`config.mk`:
```
export PLATFORM = sky130hd
export DESIGN_NAME = fetch_stage
export DESIGN_NICKNAME = d
export VERILOG_FILES = /design/src/rtl/rv_pipe_pkg.sv /design/src/rtl/if_id_reg.sv /design/src/rtl/fetch_stage.sv
export SDC_FILE = /design/constraint.sdc
export NUM_CORES = 1
export LEC_CHECK = 0
export BUFFER_PORTS_ARGS = -buffer_cell sky130_fd_sc_hd__buf_2
export CAP_MARGIN = 20
export CORE_ASPECT_RATIO = 1.75
export CORE_MARGIN = 2
export CORE_UTILIZATION = 35
export CTS_BUF_LIST = sky130_fd_sc_hd__clkbuf_4 sky130_fd_sc_hd__clkbuf_8 sky130_fd_sc_hd__clkbuf_16
export CTS_CLUSTER_DIAMETER = 80
export DETAILED_ROUTE_END_ITERATION = 7
export HOLD_SLACK_MARGIN = 0.06
export PLACE_DENSITY = 0.57
export REMOVE_ABC_BUFFERS = 1
export SYNTH_ARGS = -nofsm -noshare
export SYNTH_HDL_FRONTEND = slang
export SYNTH_HIERARCHICAL = 1
export SYNTH_SLANG_ARGS = --single-unit
export TNS_END_PERCENT = 5
```
`constraint.sdc`:
```
create_clock -name clk -period 10.2 [get_ports clk]
set_clock_uncertainty 0.2 [all_clocks]
set_input_delay 2.04 -clock clk [delete_from_list [all_inputs] [get_ports clk]]
set_output_delay 2.04 -clock clk [all_outputs]
set_load 0.05 [all_outputs]
```
`src/rtl/rv_pipe_pkg.sv`:
```
// Shared definitions for the pipeline front end.
//   NOP_INSTR        : instruction presented on a bubble (addi x0,x0,0)
//   RESET_PC_DEFAULT : default PC loaded on reset
//   fetch_state_t    : fetch request FSM states
//   pc_plus4()       : sequential PC increment, wraps modulo 2^32
package rv_pipe_pkg;

  localparam logic [31:0] NOP_INSTR        = 32'h0000_0013;
  localparam logic [31:0] RESET_PC_DEFAULT = 32'h0000_0000;

  typedef enum logic [1:0] {
    FETCH_REQ  = 2'd0,  // free to issue a request
    FETCH_WAIT = 2'd1,  // request granted, response pending
    FETCH_KILL = 2'd2   // response pending but already known to be wrong-path
  } fetch_state_t;

  function automatic logic [31:0] pc_plus4(input logic [31:0] pc);
    return pc + 32'd4;
  endfunction

endpackage

```
`src/rtl/if_id_reg.sv`:
```
// Pipeline register with flush/stall priority, used between Fetch and
// Decode (and intended for reuse by the later stage registers).
//   clk, rst            : clock, synchronous active-high reset
//   flush               : load a bubble (valid=0, instr=NOP_INSTR)
//   stall               : hold the current contents
//   load_valid          : load_* carry a real instruction this cycle
//   load_instr/pc/pc_plus4 : incoming payload
//   valid, instr, pc, pc_plus4 : registered contents
// Priority: rst > flush > stall > load > bubble.
module if_id_reg #(
  parameter logic [31:0] NOP_INSTR = rv_pipe_pkg::NOP_INSTR
) (
  input  logic        clk,
  input  logic        rst,
  input  logic        flush,
  input  logic        stall,
  input  logic        load_valid,
  input  logic [31:0] load_instr,
  input  logic [31:0] load_pc,
  input  logic [31:0] load_pc_plus4,
  output logic        valid,
  output logic [31:0] instr,
  output logic [31:0] pc,
  output logic [31:0] pc_plus4
);

  always_ff @(posedge clk) begin
    if (rst) begin
      valid    <= 1'b0;
      instr    <= NOP_INSTR;
      pc       <= '0;
      pc_plus4 <= '0;
    end else if (flush) begin
      // PC fields are left as-is; valid=0 marks them as meaningless.
      valid <= 1'b0;
      instr <= NOP_INSTR;
    end else if (!stall) begin
      if (load_valid) begin
        valid    <= 1'b1;
        instr    <= load_instr;
        pc       <= load_pc;
        pc_plus4 <= load_pc_plus4;
      end else begin
        valid <= 1'b0;
        instr <= NOP_INSTR;
      end
    end
  end

endmodule

```
`src/rtl/fetch_stage.sv`:
```
// Instruction fetch stage: PC register, single-outstanding instruction
// memory request FSM, one-entry hold buffer for responses that arrive
// while Decode is stalled, and the IF/ID register.
//   clk, rst                : clock, synchronous active-high reset
//   stall_F, stall_D, flush_D : hazard unit controls
//   PC_src_D, PC_target_D   : redirect from Decode
//   imem_req/imem_addr      : fetch request (word aligned address)
//   imem_gnt                : request accepted this cycle
//   imem_rvalid/imem_rdata  : instruction response
//   instr_D, PC_D, PC_plus4_D, valid_D : IF/ID register contents
//   fetch_wait_F            : a request is outstanding (WAIT or KILL)
//   bubble_cnt              : saturating count of non-flush bubbles loaded
//   fetch_state_dbg         : current FSM state
//
// Memory handshake: a request transfers on a cycle where imem_req and
// imem_gnt are both high; imem_req may drop without a grant. The response
// is a single-cycle imem_rvalid pulse with imem_rdata and cannot be
// back-pressured, which is why a hold buffer catches it when Decode stalls.
module fetch_stage #(
  parameter logic [31:0] RESET_PC  = rv_pipe_pkg::RESET_PC_DEFAULT,
  parameter logic [31:0] NOP_INSTR = rv_pipe_pkg::NOP_INSTR
) (
  input  logic        clk,
  input  logic        rst,
  input  logic        stall_F,
  input  logic        stall_D,
  input  logic        flush_D,
  input  logic        PC_src_D,
  input  logic [31:0] PC_target_D,
  output logic        imem_req,
  output logic [31:0] imem_addr,
  input  logic        imem_gnt,
  input  logic        imem_rvalid,
  input  logic [31:0] imem_rdata,
  output logic [31:0] instr_D,
  output logic [31:0] PC_D,
  output logic [31:0] PC_plus4_D,
  output logic        valid_D,
  output logic        fetch_wait_F,
  output logic [15:0] bubble_cnt,
  output logic [1:0]  fetch_state_dbg
);
  import rv_pipe_pkg::*;

  fetch_state_t state, state_next;

  logic [31:0] pc_f;
  logic [31:0] req_pc;       // PC of the outstanding request
  logic        hold_valid;
  logic [31:0] hold_instr;
  logic [31:0] hold_pc;

  logic        grant;
  logic        live_rsp;
  logic        use_hold;
  logic        if_load_valid;
  logic        bubble_load;
  logic [31:0] if_instr;
  logic [31:0] if_pc;

  // No new request while a held instruction is still waiting for Decode,
  // and none on a redirect cycle since pc_f is about to change.
  assign imem_req  = (state == FETCH_REQ) && !stall_F && !PC_src_D && !hold_valid;
  assign imem_addr = pc_f;
  assign grant     = imem_req && imem_gnt;

  // A response is only useful in WAIT and when not overtaken by a
  // same-cycle redirect or flush.
  assign live_rsp = (state == FETCH_WAIT) && imem_rvalid && !PC_src_D && !flush_D;

  // A redirect makes the held instruction wrong-path; drop it instead of
  // forwarding it in the same cycle the buffer is cleared.
  assign use_hold      = hold_valid && !PC_src_D;
  assign if_load_valid = use_hold || live_rsp;
  assign if_instr      = use_hold ? hold_instr : imem_rdata;
  assign if_pc         = use_hold ? hold_pc : req_pc;
  assign bubble_load   = !flush_D && !stall_D && !if_load_valid;

  assign fetch_wait_F    = (state == FETCH_WAIT) || (state == FETCH_KILL);
  assign fetch_state_dbg = state;

  always_comb begin
    state_next = state;
    case (state)
      FETCH_REQ: begin
        if (grant) state_next = FETCH_WAIT;
      end
      FETCH_WAIT: begin
        if (imem_rvalid)   state_next = FETCH_REQ;
        else if (PC_src_D) state_next = FETCH_KILL;
      end
      FETCH_KILL: begin
        if (imem_rvalid) state_next = FETCH_REQ;
      end
      default: state_next = FETCH_REQ;
    endcase
  end

  always_ff @(posedge clk) begin
    if (rst) begin
      state <= FETCH_REQ;
    end else begin
      state <= state_next;
    end
  end

  // PC register; a redirect wins over the sequential increment.
  always_ff @(posedge clk) begin
    if (rst) begin
      pc_f   <= RESET_PC;
      req_pc <= RESET_PC;
    end else if (PC_src_D) begin
      pc_f <= PC_target_D;
    end else if (grant) begin
      pc_f   <= pc_plus4(pc_f);
      req_pc <= pc_f;
    end
  end

  always_ff @(posedge clk) begin
    if (rst) begin
      hold_valid <= 1'b0;
      hold_instr <= NOP_INSTR;
      hold_pc    <= '0;
    end else if (PC_src_D) begin
      hold_valid <= 1'b0;
    end else if (live_rsp && stall_D) begin
      hold_valid <= 1'b1;
      hold_instr <= imem_rdata;
      hold_pc    <= req_pc;
    end else if (use_hold && !flush_D && !stall_D) begin
      hold_valid <= 1'b0;
    end
  end

  always_ff @(posedge clk) begin
    if (rst) begin
      bubble_cnt <= '0;
    end else if (bubble_load && (bubble_cnt != 16'hFFFF)) begin
      bubble_cnt <= bubble_cnt + 16'd1;
    end
  end

  if_id_reg #(
    .NOP_INSTR(NOP_INSTR)
  ) u_if_id (
    .clk          (clk),
    .rst          (rst),
    .flush        (flush_D),
    .stall        (stall_D),
    .load_valid   (if_load_valid),
    .load_instr   (if_instr),
    .load_pc      (if_pc),
    .load_pc_plus4(pc_plus4(if_pc)),
    .valid        (valid_D),
    .instr        (instr_D),
    .pc           (PC_D),
    .pc_plus4     (PC_plus4_D)
  );

endmodule
```
==> run summary, run 1 <==
The run finished with clean final reports. For the starting utilization of the core area, the log shows 0.357. The logs give 0.841 for the global placer's final weighted congestion and 7.96 ns for the required time at the worst-slack endpoint.

The run gives 2090 as the post-layout instance count excluding filler cells. Wires add up to 35200 um. The slowest stage of the critical path is the nor4b_1 cell. The cell count after synthesis came out at 1499. For the largest net degree at the start of global routing, the log shows 92. In the synthesized netlist the dominant register cell turns out to be dfxtp_1. The clock passes through at most 3 buffers. The most frequent cell after synthesis is nand2_1.

The max-slew violation total from the final report came out at 0. The hold violation total from the final report was 0. The floorplan die height is 247 um. The synthesized netlist contains 64 unique library cells.

After detailed routing, the number of remaining DRC violations is 0. Sorting the synthesized cells by how often they occur yields nand2_1, dfxtp_1, a21oi_1. The wire length of the first global-routing pass came out at 54600 um.

The sequential fraction of the synthesis area was 0.414. The HPWL reported at the end of detailed placement was 24400 um. Setup repair after global routing left no endpoint under its margin. For this run, the post-layout net count is 1742. In the final routed layout, each cell accounts on average for 16.8 um. The tools report the kind of end point of the critical path as an output port.

The tools report the overall die area as 35200 sq um. In this run, synthesis inferred 0 flip-flops with an integrated enable. The length in cells of the worst reg-to-reg path is 9, and the insertion delay of the later-clocked pin in the worst-skew pair is 0.55 ns. Synthesis inferred 244 register bits. Worst min-delay path startpoint: hold_instr[28].

Post-synthesis average cell area: 7.86 sq um. Max-cap violations in this run came to 0. Ratio of routed vias to standard cells: 5.04. The tools report the post-CTS setup repair buffer count as 0. The cell repeated most along the worst path is buf_2. The number of global-route vias before repair was 10100; the count of routing violations after the opening detailed-route iteration was 550.

The signal on the critical path passes through buf_2, nor4b_1, buf_2. Clock-pin slew was measured on the worst setup and hold paths at 0.06 ns. The pre-antenna-repair detailed-routing pass consisted of 8 iterations. Fraction of post-synthesis cell area in the top cell type by area: 0.414. The total power divided by cell area is 154 nW/um^2, and the yosys synthesis warning count is 6.

From synthesis to final layout, the design area changed by 17.8%. The logs give 33000 sq um for the floorplan core area and 10500 for the total number of vias. The sequential cells in the finished layout cover a total of 4880 sq um. Class of the most critical hold timing path: reg2reg.

The number of cells in the design after placement came out at 2040. The worst hold endpoint is hold_instr[28]. The number of CTS-inserted buffers was 25. Data arrives at the worst endpoint at 3.43 ns. Overall power consumption after layout is estimated at 2130 uW. The critical path in this run is classified as in2out. The fill cell total of the finished layout is 3447, and the total overflow reported by the global router is 0. The run gives 0 ns as the setup TNS after final layout. Along the worst hold path, the cell count comes to 2.

Delay contributed by the slowest stage of the critical path: 0.61 ns. Subtracting the final worst setup slack from the clock period gives 5.67 ns. The tools report the number of antenna violations at the first check in global routing as 4.

The startpoint identified for the worst register-to-register timing path is hold_valid. Of all cell types, the one taking the most synthesized area is dfxtp_1. The number of nets with antenna violations after detailed routing came out at 0. The post-synthesis async set-or-reset flop share was 0.

The maximum fanout encountered on the critical timing path is 42. The count of standard-cell rows came out at 88. The count of buffers added on input and output ports is 220. STA classifies the critical path startpoint as an input port.

Post-synthesis instance area: 11800 sq um. The critical path starts at PC_src_D. The pin slew with the least headroom to its limit came out at 0.961 ns.

Sorting the synthesized cells by area gives the leading types as dfxtp_1, nand2_1, mux2i_1. The static leakage came out at 0.00546 uW. TritonCTS built the clock tree.

The highest clock rate came out at 176 MHz. The worst slew margin relative to its limit was 0.359; the overall global routing resource usage was 0.195. From left edge to right edge, the die measures 143 um. The number of hold buffers added after CTS came out at 0. The post-route clock period utilization was 0.556; the H-tree depth reported by CTS was 1. The worst register-to-register path has a setup slack of 6.53 ns. Across the VDD grid, the largest voltage drop is 120 uV. In the final layout, the multi-input gates occupy 6320 sq um. The share of cells above drive strength 1 was 0.183; the count of cells resized by post-cts repair was 0. The final number of setup-violating endpoints was 0; the number of sinks handled by clock tree synthesis was 244. The count of boundary I/O pins was 221. The root buffer cell chosen for the clock tree is clkbuf_16. End of the worst register-to-register path: u_if_id/pc_plus4[31].
-- layout make-up --
class | instances | area share
multi-input cells | 1138 | 0.455
flip-flops and latches | 244 | 0.352
repair buffers | 237 | 0.0919
clock buffers | 35 | 0.0527
well taps | 405 | 0.0365
clock inverters | 11 | 0.00676
inverters | 17 | 0.00460
diodes | 3 | 0.000541
-- kinds of logic after synthesis --
group / after synthesis / synth area share
AND/OR/NAND/NOR: 772 / 0.310
XOR/XNOR: 36 / 0.0268
multiplexers: 93 / 0.0803
flip-flops: 244 / 0.414
buffers and inverters: 117 / 0.0515
AO/OA/AOI/OAI: 230 / 0.109
adder cells (fa/ha/maj): 7 / 0.00743
-- registers in the layout, summed over array words and instances, names as in the netlist, 2 cells and up --
signal            count
hold_instr           32
req_pc               32
u_if_id/pc           32
u_if_id/instr        32
bubble_cnt           16
hold_pc              32
fetch_state_dbg       2
u_if_id/pc_plus4     32
imem_addr            32
-- layout by cell type (no fill, tap or decap), drive strengths merged, types with 4 or more instances in the layout --
cell type,count
mux2,6
nor3b,7
o21ai,24
nand2,443
and2,10
nand2b,132
nor4,5
or3,6
a21oi,157
ha,7
xnor2,19
inv,18
clkinvlp,4
nand3b,32
clkbuf,35
buf,237
a22oi,5
clkinv,5
nor2,60
nand3,25
and3,11
nor2b,5
and4,5
mux2i,87
dfxtp,244
nor3,13
xor2,17
a31oi,13
o211ai,5
nand4,12
-- worst max-delay path: cells and delay by family --
kind,cells,cell delay (ns)
buf+inv,2,0.77
simple gates,1,0.61
-- how the worst max path moves through the flow --
stage	cells after the start	to	slack, ns
floorplan	8	u_if_id/pc_plus4[31]	3.58
CTS	3	imem_req	4.51
global route	10	u_if_id/pc_plus4[31]	4.39
global placement	10	u_if_id/pc_plus4[31]	4.19
detailed placement	10	u_if_id/pc_plus4[31]	4.09
finish	3	imem_req	4.53
-- metal layers --
layer	vias to the layer above	track usage	wire length, um
met5	-	0	0
met4	0	0.0917	1540
met3	72	0.0318	1690
met2	251	0.354	18300
li1	5304	-	-
met1	4913	0.219	13600
-- report_power, final --
| group | switching, uW | internal, uW | total [uW] |
|---|---|---|---|
| clock network | 403 | 528 | 931 |
| registers | 21.2 | 969 | 990 |
| logic | 147 | 67.0 | 214 |
-- stage by stage --
step	util	setup WS (ns)	instance area, sq um	hold WS, ns
after global placement	0.393	4.19	13000	0.241
final	0.420	4.53	13900	0.254
after CTS	0.419	4.51	13800	0.255
after detailed placement	0.394	4.09	13000	0.247
after floorplan	-	3.58	11200	0.227
after global routing	0.420	4.39	13900	0.266
Power figures use the tool's default switching activity.
==> inputs of run 2 (changes only) <==
--- a/config.mk
+++ b/config.mk
@@ -14,7 +14,7 @@
 export CTS_CLUSTER_DIAMETER = 80
 export DETAILED_ROUTE_END_ITERATION = 7
 export HOLD_SLACK_MARGIN = 0.06
-export PLACE_DENSITY = 0.57
+export PLACE_DENSITY = 0.59
 export REMOVE_ABC_BUFFERS = 1
 export SYNTH_ARGS = -nofsm -noshare
 export SYNTH_HDL_FRONTEND = slang
==> constraint.sdc (replaced) <==
create_clock -name clk -period 4.86 [get_ports clk]
set_clock_uncertainty 0.2 [all_clocks]
set_input_delay 0.972 -clock clk [delete_from_list [all_inputs] [get_ports clk]]
set_output_delay 0.972 -clock clk [all_outputs]
set_load 0.05 [all_outputs]
==> run 2 against run 1 <==
Effect of this change:
- global-route usage about the same
- core utilization rose by 0.068 points
- final area grew 0.16%
- critical path type is now in2reg
- sequential share of layout area fell by 0.057 points
- clock power grew 120%
- highest routed layer is now met5
- via count up 1.1%
- final cell count shrank 0.19%
==> run summary, run 2 (synthesis gave the netlist of run 1 again) <==
Setup repair after global routing left no endpoint under its margin. The count of cells resized by post-cts repair was 0. Worst hold endpoint: hold_pc[0].

Clock latency on the worst-skew pair, taken at its later pin, is 0.54 ns. The number of hold buffers added after CTS is 0, and the number of sinks handled by clock tree synthesis is 244. The tools report the number of global-route vias before repair as 10200. The cell sitting at the root of the clock tree is a clkbuf_16.

The count of nets left with antenna violations once routing finished came out at 0. The pin slew with the least headroom to its limit works out to 0.952 ns. The worst setup path is captured at a register. In this run the static leakage power is 0.00547 uW.

Along the worst hold path, the cell count comes to 2. The ratio of routed vias to standard cells came out at 5.11. The number of clock buffers added by TritonCTS is 24. The cell family contributing the most delay on the critical path is simple AND/OR/NAND/NOR gates. The wire length of the first global-routing pass is 54900 um. The logs give 0.195 for the overall global routing resource usage and 1741 for the final net count. Summing all flip-flop and latch instances after layout gives 4880 sq um. The run gives 237 uV as the maximum VDD drop. In this run the number of cells on the critical path is 9.

Length in cells of the worst reg-to-reg path: 8. Port buffering added 220 buffers. The overall die area came out at 35200 sq um. 221 I/O pins were placed. The pre-CTS worst setup slack is 0.517 ns, and the x dimension of the die is 143 um. Dividing the detail-routed wire length by the instance count gives 17.1 um. The most frequent standard cell in the layout excluding fill and tap cells is nand2_1. The clock edge transition at the registers on the reported setup and hold paths is 0.06 ns, and the floorplan core area is 33000 sq um. The share of cells above drive strength 1 is 0.181. The library cells used most frequently in the layout, excluding fill and tap cells, are nand2_1, dfxtp_1, buf_2, a21oi_1, nand2b_1.

Buffers added to address setup during post-CTS repair amount to 0. Summing all non-filler instances in the final layout gives an area of 13900 sq um. The critical path is of the in2reg type. HPWL reported at the end of detailed placement: 24500 um.

The filler cells instantiated in the layout total 3436. Summing all placed instances gives a cell area of 13000 sq um. Summing all multi-input logic gate instances after layout gives 6320 sq um.

The number of buffer and inverter stages on the critical path works out to 1. The post-route clock period utilization is 0.773, and the max-slew violation total from the final report is 0. The arrival time reported for the critical path endpoint was 4.01 ns; the total power divided by cell area was 327 nW/um^2.

The number of antenna violations at the first check in global routing is 3, and the highest clock rate is 266 MHz. In this design, the stage delay of the slowest critical-path cell is 0.77 ns. The tool flagged a number of max-cap violations equal to 0.

The run finished with clean final reports. Total power for the finished layout comes to 4540 uW. The largest net degree at the start of global routing is 197. Worst min-delay path startpoint: hold_pc[0].

Startpoint type of the worst setup path: an input port. The worst hold path belongs to the class reg2reg. The H-tree depth reported by CTS is 1. Setup violations remaining at the end of the flow were counted as 0. Wires add up to 35600 um. Across all register-to-register paths, the minimum setup slack is 1.75 ns.

For this run, design rule violations remaining after detail routing come to 0. Shortest period the worst path allows: 3.76 ns. TritonCTS built the clock tree. The floorplan step set the die height to 247 um. The post-layout instance count excluding filler cells was 2086. At the worst endpoint, the required time is 5.12 ns. The startpoint identified for the worst register-to-register timing path is hold_valid. The slowest cell on the critical path is nand2b_2. The starting utilization of the core area was 0.357. After routing, the total negative slack on setup checks comes to 0 ns. Number of cells in the design after placement: 2041. The maximum fanout encountered on the critical timing path was 34; the post-synthesis to final-layout area growth was 18.0%.

Setup slack on the critical path of the routed design comes to 1.10 ns. Summing over every cut layer, the via total after detailed routing is 10700. End of the worst register-to-register path: u_if_id/pc_plus4[31]. The global placer's final weighted congestion is 0.839.

Global routing finished with a remaining overflow of 0. For the count of routing violations after the opening detailed-route iteration, the log shows 744. The worst slew margin relative to its limit came out at 0.360. The maximum buffer depth of the clock tree came out at 3. Hold violation total from the final report: 0.

Walking the worst path, the cells encountered are buf_2, nand2b_2, mux2i_1, nand4_2, nor4b_4, nor3b_2, xor2_1, nand2b_1, mux2i_1. For the length of the first detailed-routing pass in iterations, the log shows 7. The floorplan has 88 rows. The cell repeated most along the worst path was mux2i_1.
[run 2: cell types whose count changed in the layout (fill, tap and decap cells not counted), moves of 2 or more]
cell	delta
clkbuf_8	+4
clkinv_2	-3
clkinvlp_4	-2
clkbuf_4	-3
buf_12	+2
buf_16	-2
[run 2: routing by layer]
layer	track usage	part of all wire	vias up	wire, um
met5	0	0.00034	-	12
met4	0.0850	0.037	2	1330
met3	0.0314	0.051	58	1830
met2	0.352	0.51	277	18200
met1	0.225	0.40	5016	14200
li1	-	-	5305	-
[run 2: worst min-delay path, cell delays in order (launching register included)]
cell	delay, ns
dfxtp_1	0.31
nand2_1	0.05
a21oi_1	0.05
[run 2: layout make-up]
class                   count  area share
multi-input cells        1138       0.454
flip-flops and latches    244       0.351
repair buffers            237      0.0912
clock buffers              36      0.0550
well taps                 405      0.0365
clock inverters             7     0.00675
inverters                  17     0.00459
diodes                      2    0.000360
[run 2: stage by stage]
stage | hold WS (ns) | util
after floorplan | 0.227 | -
after global routing | 0.274 | 0.421
after global placement | 0.239 | 0.394
final | 0.255 | 0.421
after detailed placement | 0.247 | 0.395
after CTS | 0.257 | 0.421
[run 2: worst max-delay path by stage]
stage | to | start
5_1_grt | u_if_id/pc_plus4[31] | PC_src_D
3_3_place_gp | u_if_id/pc_plus4[31] | PC_src_D
6_report | u_if_id/pc_plus4[31] | PC_src_D
2_1_floorplan | u_if_id/pc_plus4[31] | PC_src_D
4_1_cts | u_if_id/pc_plus4[31] | PC_src_D
3_5_place_dp | u_if_id/pc_plus4[31] | PC_src_D
[run 2: power by group]
| group | internal, uW | switching (uW) | total, uW |
|---|---|---|---|
| clock network | 1190 | 816 | 2010 |
| logic | 142 | 314 | 456 |
| registers | 2030 | 45.3 | 2080 |
| total | 3370 | 1170 | 4540 |
==> inputs of run 3 (changes only) <==
--- a/config.mk
+++ b/config.mk
@@ -14,7 +14,7 @@
 export CTS_CLUSTER_DIAMETER = 80
 export DETAILED_ROUTE_END_ITERATION = 7
 export HOLD_SLACK_MARGIN = 0.06
-export PLACE_DENSITY = 0.59
+export PLACE_DENSITY = 0.57
 export REMOVE_ABC_BUFFERS = 1
 export SYNTH_ARGS = -nofsm -noshare
 export SYNTH_HDL_FRONTEND = slang
==> constraint.sdc (replaced) <==
create_clock -name clk -period 3.65 [get_ports clk]
set_clock_uncertainty 0.2 [all_clocks]
set_input_delay 0.73 -clock clk [delete_from_list [all_inputs] [get_ports clk]]
set_output_delay 0.73 -clock clk [all_outputs]
set_load 0.05 [all_outputs]
==> run 3 against run 2 <==
Effect of this change:
- final area grew 1.3%
- core utilization increased by 0.56 points
- critical path type is now reg2reg
- register-to-register slack got worse by 1.0 ns
- sequential cell count is the same
- final cell count up 0.72%
- power up 38%
- sequential power up 33%
- non-clock buffer count is 13 higher
- first-iteration DRC count fell by 26%
- combinational power increased by 35%
==> run summary, run 3 (synthesis gave the netlist of run 1 again) <==
The share of cells above drive strength 1 is 0.188. The met3 demand-to-capacity share in global routing came out at 0.0279. The number of setup buffers added after CTS is 0. Port buffering added 220 buffers.

The static leakage is 0.00558 uW, and the floorplan core area is 33000 sq um. The tools report the number of global-route vias before repair as 10500. The overall die area came out at 35200 sq um.

The tools report the library cell used as clock root buffer as clkbuf_16. After detailed routing, the number of vias per cell comes to 5.05. The most frequent standard cell in the layout excluding fill and tap cells is nand2_1.

The tool flagged a number of max-cap violations equal to 0. The tools report the worst-case setup margin in the final layout as 0.720 ns. The clock edge transition at the registers on the reported setup and hold paths works out to 0.07 ns. For the length of the first detailed-routing pass in iterations, the log shows 4. STA classifies the critical path startpoint as a register. Once the clock tree was built, the resizer swapped 0 gates to a different size. Clock latency on the worst-skew pair, taken at its later pin, is 0.54 ns. Maximum buffer depth of the clock tree: 3. Total power for the finished layout comes to 6250 uW. After detailed routing, the average wire length per cell comes to 16.8 um. The max-slew violation total from the final report is 0, and the number of cells in the design after placement is 2053.

After legalization and detailed placement, the total HPWL measured 24300 um. The run gives 0.357 as the routing usage on met2. The hold violation total from the final report was 0; the total power divided by cell area was 444 nW/um^2.

Setup repair after global routing left no endpoint under its margin. Row generation in the floorplan step produced 88 rows. For this block, the via count after detailed routing is 10600.

The count of boundary I/O pins is 221. The detail route stage leaves a number of antenna-violating nets equal to 0. Leaving out filler cells and counting taps, the final layout contains 2101. The starting utilization of the core area was 0.357. Data arrives at the worst endpoint at 3.18 ns. The number of hold buffers added after CTS is 0.

STA classifies the critical path endpoint as a register. Entering global routing, the biggest net connects 153 pins. Setup violations remaining at the end of the flow were counted as 0.

At the pin with the least slew margin, the transition time is 1.15 ns. The slowest cell on the critical path was nor2b_4. Walking the worst path, the cells encountered are nor2b_4, buf_4, and3_1, o2111ai_2, nor4b_4, nor3b_2, xor2_1, nand2b_1, mux2i_1.

The floorplan step set the die width to 143 um. The post-synthesis to final-layout area growth is 19.5%, and the DRC violations left is 0. Prior to clock tree synthesis, the placed netlist has a worst setup slack of 0.298 ns. The top cell types in the final layout, fill and taps aside, are nand2_1, dfxtp_1, buf_2, a21oi_1, nand2b_1. The flow ran to the end, and the final reports show no timing, DRC or antenna violations. The final layout contains 1755 nets. The met1 track utilization from global routing is 0.227, and the floorplan die height is 247 um.

The run gives 0.826 as the global placer's final weighted congestion. Data on the critical path is required at its endpoint by 3.90 ns. In this run the worst hold path is classified as in2reg. IR analysis of the VDD net gives a maximum drop of 386 uV. For this run the aggregate overflow at the end of global routing stands at 0. The post-route clock period utilization is 0.803, and the highest clock rate is 341 MHz. The critical path is of the reg2reg type. For the fill cell total of the finished layout, the log shows 3357. The run gives 550 as the count of routing violations after the opening detailed-route iteration. The worst path needs 2.93 ns of the cycle, external delays included.

The H-tree depth reported by CTS came out at 1. After global routing, the most crowded layer is met2. In this design, the stage delay of the slowest critical-path cell is 0.47 ns. The clock drives 244 sinks. The final routed wirelength across all metal layers was 35400 um. The overall global routing resource usage was 0.197; the wire length of the first global-routing pass was 55500 um.

In this run the worst path has a maximum fanout of 12. Worst slew margin relative to its limit: 0.231. TritonCTS built the clock tree. Clock tree synthesis inserted a total of 25 buffers.

The number of antenna violations at the first check in global routing came out at 2.
run 3: through the flow:
| stage | TNS, ns | instance area, sq um | util | hold WS (ns) |
|---|---|---|---|---|
| after global routing | 0 | 14100 | 0.426 | 0.235 |
| after global placement | 0 | 13100 | 0.398 | 0.242 |
| after floorplan | -181.88 | 11200 | - | 0.227 |
| final | 0 | 14100 | 0.426 | 0.226 |
| after CTS | 0 | 14100 | 0.425 | 0.204 |
| after detailed placement | 0 | 13100 | 0.398 | 0.248 |
run 3: worst max-delay path, delay by kind of cell, from the launching register on:
kind | cells | cell delay (ns)
buffers and inverters | 1 | 0.25
AOI/OAI and AO/OA | 1 | 0.22
xor gates and xnor gates | 1 | 0.16
and+or+nand+nor | 5 | 1.43
muxes | 1 | 0.14
DFF | 1 | 0.44
run 3: where the power goes:
group / switching (uW) / internal, uW
Combinational: 421 / 196
Sequential: 57.4 / 2710
Clock: 1120 / 1760
run 3: routing by layer:
layer | routed length (um) | part of all wire
met1 | 14100 | 0.40
met3 | 1810 | 0.051
met2 | 18000 | 0.51
met5 | 0 | 0
met4 | 1440 | 0.041
run 3: layout make-up:
type                       instances  area [sq um]  share of cell area
multi-input combinational       1138          6320               0.448
sequential                       244          4880               0.347
timing repair buffer             250          1390              0.0987
clock buffer                      34           731              0.0519
tap                              405           507              0.0360
clock inverter                    11           189              0.0134
inverter                          17          63.8             0.00453
antenna                            2          5.00            0.000355
run 3: path summary, 6_finish.rpt:
check                 startpoint                   end  slack, ns  cells past startpoint
hold reg to reg   hold_instr[25]        hold_instr[25]       0.25                      2
hold / removal    PC_target_D[0]          imem_addr[0]       0.23                      3
setup reg to reg      hold_valid  u_if_id/pc_plus4[31]       0.72                      9
setup / recovery      hold_valid  u_if_id/pc_plus4[31]       0.72                      9
